File: src/rtl/cp0_intc.sv
// cp0_intc: CP0 register file (Count/Compare/Status/Cause/EPC/IntMode) with
// synchronised level/edge hardware interrupt lines, timer and exception entry/ERET.
`default_nettype none

module cp0_intc #(
  parameter int NUM_HW_INT  = 6,
  parameter int TIMER_LINE  = 5,
  parameter int COUNT_DIV   = 1,
  parameter int SYNC_STAGES = 2
) (
  input  logic                  clk,
  input  logic                  rst,
  input  logic                  cp0we,
  input  logic [4:0]            cp0Addr,
  input  logic [31:0]           cp0wData,
  output logic [31:0]           cp0rData,
  input  logic [NUM_HW_INT-1:0] intr,
  input  logic                  excpt_valid,
  input  logic [4:0]            exc_code,
  input  logic [31:0]           pc_i,
  input  logic                  eret,
  output logic                  intimer,
  output logic                  irq_req,
  output logic [31:0]           status,
  output logic [31:0]           cause,
  output logic [31:0]           epc
);

  localparam logic [4:0] ADDR_COUNT   = 5'd9;
  localparam logic [4:0] ADDR_COMPARE = 5'd11;
  localparam logic [4:0] ADDR_STATUS  = 5'd12;
  localparam logic [4:0] ADDR_CAUSE   = 5'd13;
  localparam logic [4:0] ADDR_EPC     = 5'd14;
  localparam logic [4:0] ADDR_INTMODE = 5'd22;
  localparam logic [4:0] PRESC_LAST   = 5'(COUNT_DIV - 1);

  logic [4:0]            presc_q, presc_d;
  logic [31:0]           count_q, count_d;
  logic [31:0]           compare_q, compare_d;
  logic [31:0]           epc_q, epc_d;
  logic                  ie_q, ie_d;
  logic                  exl_q, exl_d;
  logic [7:0]            im_q, im_d;
  logic [4:0]            excode_q, excode_d;
  logic [1:0]            swip_q, swip_d;
  logic [NUM_HW_INT-1:0] edge_ip_q, edge_ip_d;
  logic [NUM_HW_INT-1:0] intmode_q, intmode_d;
  logic [NUM_HW_INT-1:0] sync_prev_q;
  logic [NUM_HW_INT-1:0] sync_q [SYNC_STAGES];
  logic                  intimer_q, intimer_d;
  logic                  irq_q, irq_d;

  logic [NUM_HW_INT-1:0] sync_w, hwip_w, rise_w, clr_w;
  logic [5:0]            hwip6_w;
  logic                  wr_count, wr_compare, wr_status, wr_cause, wr_epc, wr_intmode;
  logic                  match_w;

  assign sync_w = sync_q[SYNC_STAGES-1];
  assign rise_w = sync_w & ~sync_prev_q;

  // Software writes to Status/Cause/EPC lose to a committing exception.
  assign wr_count   = cp0we && (cp0Addr == ADDR_COUNT);
  assign wr_compare = cp0we && (cp0Addr == ADDR_COMPARE);
  assign wr_status  = cp0we && (cp0Addr == ADDR_STATUS) && !excpt_valid;
  assign wr_cause   = cp0we && (cp0Addr == ADDR_CAUSE) && !excpt_valid;
  assign wr_epc     = cp0we && (cp0Addr == ADDR_EPC) && !excpt_valid;
  assign wr_intmode = cp0we && (cp0Addr == ADDR_INTMODE);

  assign match_w = (count_q == compare_q) && (compare_q != 32'd0);

  always_comb begin
    hwip_w = '0;
    for (int i = 0; i < NUM_HW_INT; i++) begin
      if (intmode_q[i]) hwip_w[i] = edge_ip_q[i];
      else              hwip_w[i] = sync_w[i] | ((i == TIMER_LINE) & intimer_q);
    end
  end

  assign hwip6_w = 6'(hwip_w);
  assign clr_w   = wr_cause ? ~cp0wData[10 +: NUM_HW_INT] : '0;

  always_comb begin
    presc_d   = presc_q;
    count_d   = count_q;
    compare_d = compare_q;
    epc_d     = epc_q;
    ie_d      = ie_q;
    exl_d     = exl_q;
    im_d      = im_q;
    excode_d  = excode_q;
    swip_d    = swip_q;
    intmode_d = intmode_q;
    intimer_d = intimer_q | match_w;

    if (wr_count) begin
      count_d = cp0wData;
      presc_d = 5'd0;
    end else if (presc_q == PRESC_LAST) begin
      presc_d = 5'd0;
      count_d = count_q + 32'd1;
    end else begin
      presc_d = presc_q + 5'd1;
    end

    if (wr_compare) begin
      compare_d = cp0wData;
      intimer_d = 1'b0;
    end

    if (wr_intmode) intmode_d = cp0wData[NUM_HW_INT-1:0];
    if (wr_cause)   swip_d    = cp0wData[9:8];
    if (wr_epc)     epc_d     = cp0wData;

    if (wr_status) begin
      im_d  = cp0wData[15:8];
      exl_d = cp0wData[1];
      ie_d  = cp0wData[0];
    end

    if (excpt_valid) begin
      epc_d    = pc_i;
      exl_d    = 1'b1;
      excode_d = exc_code;
    end else if (eret) begin
      exl_d = 1'b0;
    end

    // Level-mode lines keep no sticky state, so a later switch to edge starts clean.
    edge_ip_d = intmode_q & ((edge_ip_q & ~clr_w) | rise_w);
    irq_d     = ie_q & ~exl_q & (|({hwip6_w, swip_q} & im_q));
  end

  always_ff @(posedge clk or negedge rst) begin
    if (!rst) begin
      presc_q     <= '0;
      count_q     <= '0;
      compare_q   <= '0;
      epc_q       <= '0;
      ie_q        <= 1'b0;
      exl_q       <= 1'b0;
      im_q        <= '0;
      excode_q    <= '0;
      swip_q      <= '0;
      edge_ip_q   <= '0;
      intmode_q   <= '0;
      sync_prev_q <= '0;
      intimer_q   <= 1'b0;
      irq_q       <= 1'b0;
      for (int s = 0; s < SYNC_STAGES; s++) sync_q[s] <= '0;
    end else begin
      presc_q     <= presc_d;
      count_q     <= count_d;
      compare_q   <= compare_d;
      epc_q       <= epc_d;
      ie_q        <= ie_d;
      exl_q       <= exl_d;
      im_q        <= im_d;
      excode_q    <= excode_d;
      swip_q      <= swip_d;
      edge_ip_q   <= edge_ip_d;
      intmode_q   <= intmode_d;
      sync_prev_q <= sync_w;
      intimer_q   <= intimer_d;
      irq_q       <= irq_d;
      sync_q[0]   <= intr;
      for (int s = 1; s < SYNC_STAGES; s++) sync_q[s] <= sync_q[s-1];
    end
  end

  assign intimer = intimer_q;
  assign irq_req = irq_q;
  assign status  = {16'd0, im_q, 6'd0, exl_q, ie_q};
  assign cause   = {16'd0, hwip6_w, swip_q, 1'b0, excode_q, 2'b00};
  assign epc     = epc_q;

  always_comb begin
    case (cp0Addr)
      ADDR_COUNT:   cp0rData = count_q;
      ADDR_COMPARE: cp0rData = compare_q;
      ADDR_STATUS:  cp0rData = status;
      ADDR_CAUSE:   cp0rData = cause;
      ADDR_EPC:     cp0rData = epc_q;
      ADDR_INTMODE: cp0rData = 32'(intmode_q);
      default:      cp0rData = 32'd0;
    endcase
  end

endmodule

`default_nettype wire

File: config.mk
export PLATFORM = sky130hd
export DESIGN_NAME = cp0_intc
export DESIGN_NICKNAME = d
export VERILOG_FILES = /design/src/rtl/cp0_intc.sv
export SDC_FILE = /design/constraint.sdc
export NUM_CORES = 1
export LEC_CHECK = 0
export BUFFER_PORTS_ARGS = -buffer_cell sky130_fd_sc_hd__buf_2
export CAP_MARGIN = 20
export CORE_ASPECT_RATIO = 1.75
export CORE_MARGIN = 2
export CORE_UTILIZATION = 59
export CTS_BUF_LIST = sky130_fd_sc_hd__clkbuf_8
export CTS_CLUSTER_SIZE = 8
export DETAILED_ROUTE_END_ITERATION = 16
export PLACE_DENSITY = 0.9
export SLEW_MARGIN = 20
export SYNTH_ARGS = -nofsm -noshare
export SYNTH_HDL_FRONTEND = slang
export SYNTH_SLANG_ARGS = --single-unit
File: constraint.sdc
create_clock -name clk -period 2.8 [get_ports clk]
set_input_delay 0.56 -clock clk [delete_from_list [all_inputs] [get_ports clk]]
set_output_delay 0.56 -clock clk [all_outputs]
set_load 0.05 [all_outputs]
==> summary.md <==
| Metric | Value |
|---|---|
| Aggregate negative setup slack | `0 ps` |
| Critical Path AT | `2140 ps` |
| TritonCTS buffer count | `17` |
| Initial antenna violation count | `0` |
| Crit-path cells | `mux2_2 > mux2_2 > a22oi_1 > o21ai_1 > buf_2` |
| Req. time, crit path | `2240 ps` |
| Max Clk Rate | `371 MHz` |
| Vias | `6812` |
| Distinct cells, synth | `45` |
| Final Util | `70.4%` |
| Layout overhead on the synthesized area | `17.9%` |
| Reg clk slew, reported paths | `90 ps` |
| Number of synthesized flops with an enable pin | `0` |
| Iter 0 DRT Violations | `632` |
| Fin cells | `1121` |
| Sequential fraction of the synthesis area | `47.3%` |
| Die Height | `157 µm` |
| Critical Path Max Stage Delay | `480 ps` |
| # port buffers | `173` |
| Post-Syn Area | `7940 µm²` |
| Share of cells above drive strength 1 | `32.6%` |
| Worst r2r dst | `count_q[28]` |
| Fin. Hold Viols | `0` |
| GRT Total Usage | `32.4%` |
| Post-route antenna net violation count | `0` |
| Sinks on the clock net | `150` |
| Worst slew margin | `65.3%` |
| P_leak | `4.65 nW` |
| Post-DP HPWL | `16900 µm` |
| CTS tree | `yes` |
| Vias in the first global route | `6694` |
| Synth warn | `0` |
| Clock root buffer | `clkbuf_8` |
| Hold Crit Class | `in -> async` |
| WS Path Type | `reg -> out` |
| CP most frequent cell | `mux2_2` |
| CP max stage cell | `dfrtp_1` |
| Global-route wire length before repair | `35800 µm` |
| Synth async-reset ratio | `100%` |
| Routability Congestion | `0.919` |
| Post-DP Area | `8940 µm²` |
| Period minus WS final | `2700 ps` |
| Post-CTS Setup Bufs | `0` |
| Worst VDD drop | `0.508 mV` |
| Unrepaired setup endpoints after global routing | `no` |
| Hold WS | `49.2 ps` |
| DRC | `0` |
| Io pins | `215` |
| Drt total wl | `22900 µm` |
| Average wire per standard cell | `20.4 µm` |
| Worst R2R Path Depth | `8` |
| PD cells | `733 nW/µm²` |
| Post-cts gate resize count | `0` |
| Multi-input logic area | `3740 µm²` |
| Crit path max fanout | `3` |
| Most used flip-flop cell after synthesis | `dfrtp_1` |
| Mapped Cells | `761` |
| Vias per cell | `6.08` |
| GR Overflow Total | `0` |
| Htree depth | `4` |
| Largest net degree at the start of global routing | `57` |
| Reg area | `3750 µm²` |
| Flops & latches, synth | `150` |
| Initial DRT Pass Iterations | `7` |
| CTS max path bufs | `2` |
| Die width | `91.7 µm` |
| Fin area | `9370 µm²` |
| Crit. End Element | `primary output` |
| Row cnt | `56` |
| Final Max Slew Viols | `0` |
| Initial Utilization | `59.7%` |
| Filler cells | `970` |
| Core Area | `13300 µm²` |
| Status | `complete, no violations` |
| Final #Nets | `1022` |
| Clk_lat worst skew | `460 ps` |
| R2R setup slack | `670 ps` |
| Worst-Margin Slew | `521 ps` |
| Final setup viols | `0` |
| Cts hold-fix bufs | `0` |
| Critical Path Source Type | `flop` |
| Worst Clk Skew | `14.0 ps` |
| Diode count | `0` |
| Max-cap viol count | `0` |
| Syn Area/Cell | `10.4 µm²` |
| DP Cell Count | `1089` |
| Critical R2R Launch | `presc_q[0]` |
| Die footprint | `14400 µm²` |
| Final worst path period share | `96.3%` |
## where the power goes
| part | switching, mW | internal (mW) | total, mW |
|---|---|---|---|
| Clock | 0.888 | 0.906 | 1.79 |
| Combinational | 1.16 | 0.706 | 1.87 |
| Sequential | 0.642 | 2.56 | 3.20 |
| Total | 2.69 | 4.17 | 6.86 |
## cell usage after synthesis (2+ instances only)
cell type	count	area [µm²]
a21boi_0	6	45.0
mux2i_1	34	340
nor2b_1	4	25.0
nand4_1	13	81.3
o21ai_0	73	365
nor3_1	16	80.1
a222oi_1	19	190
and2_1	4	25.0
nand2_1	86	323
dfrtp_1	150	3750
ha_1	3	37.5
clkbuf_1	19	71.3
a21oi_1	2	10.0
inv_1	26	97.6
nor2_1	10	37.5
a22oi_1	29	218
o21ai_1	4	20.0
buf_4	43	323
mux2_2	67	754
and3_1	4	25.0
nand3_1	13	65.1
xnor2_1	26	228
and4_1	4	35.0
xor2_1	40	350
buf_2	23	115
nor4_1	18	113
nor3b_2	2	25.0
nand2b_1	6	37.5
## cell usage in the layout (no fill, tap or decap), types with 26 or more instances in the layout
cell	count
a22oi_1	29
buf_2	172
conb_1	41
dfrtp_1	150
inv_1	27
mux2_2	67
mux2i_1	34
nand2_1	85
o21ai_0	64
xnor2_1	26
xor2_1	40
## registers in the layout, indices dropped and copies added (netlist names), 8 cells and up
register,flops
compare_q,32
im_q,8
count_q,32
epc,32
## critical path: cells and delay by family, from the launching register on
family / cells / cell delay, ps
compound gates: 2 / 290
buf+inv: 1 / 230
mux: 2 / 670
flops: 1 / 480
## routing by layer
| layer | GRT usage [%] | share of wire [%] | vias to the layer above | routed length (µm) |
|---|---|---|---|---|
| li1 | - | - | 2976 | - |
| met1 | 36.8 | 35 | 3267 | 7920 |
| met2 | 55.8 | 52 | 465 | 11900 |
| met3 | 5.98 | 7.4 | 104 | 1690 |
| met4 | 20.3 | 6.2 | 0 | 1430 |
| met5 | 0 | 0 | - | 0 |
## per-stage QoR
step                total power [mW]  worst slack, ps
floorplan                       4.43              191
global placement                4.96              208
detailed placement              5.04              146
CTS                             6.85              102
global route                    7.18             51.8
finish                          6.86              105
## worst max path at each step
stage               slack (ps)    startpoint            to  cells after the start
floorplan                  190    cp0Addr[0]  cp0rData[13]                      7
global placement           210    cp0Addr[4]   cp0rData[0]                      7
detailed placement         150    cp0Addr[4]   cp0rData[4]                      7
CTS                        100  intmode_q[3]  cp0rData[13]                      5
global route                50    cp0Addr[4]   cp0rData[4]                      7
finish                     100  intmode_q[3]  cp0rData[13]                      5
## final cells by class
type                       instances  area share (%)
inverter                          26            1.04
clock inverter                    15            2.07
multi-input combinational        539            40.0
clock buffer                      17            2.50
sequential                       150            40.1
timing repair buffer             200            12.0
tap                              174            2.32
## cell families after synthesis
kind of cell | after synthesis | synth area share (%)
compound gates | 138 | 11.2
buf+inv | 112 | 7.70
fa+ha+maj | 3 | 0.473
xor+xnor | 66 | 7.28
simple gates | 190 | 12.3
mux | 101 | 13.8
other cells | 1 | 0.0472
flops | 150 | 47.3
Power figures use the tool's default switching activity.
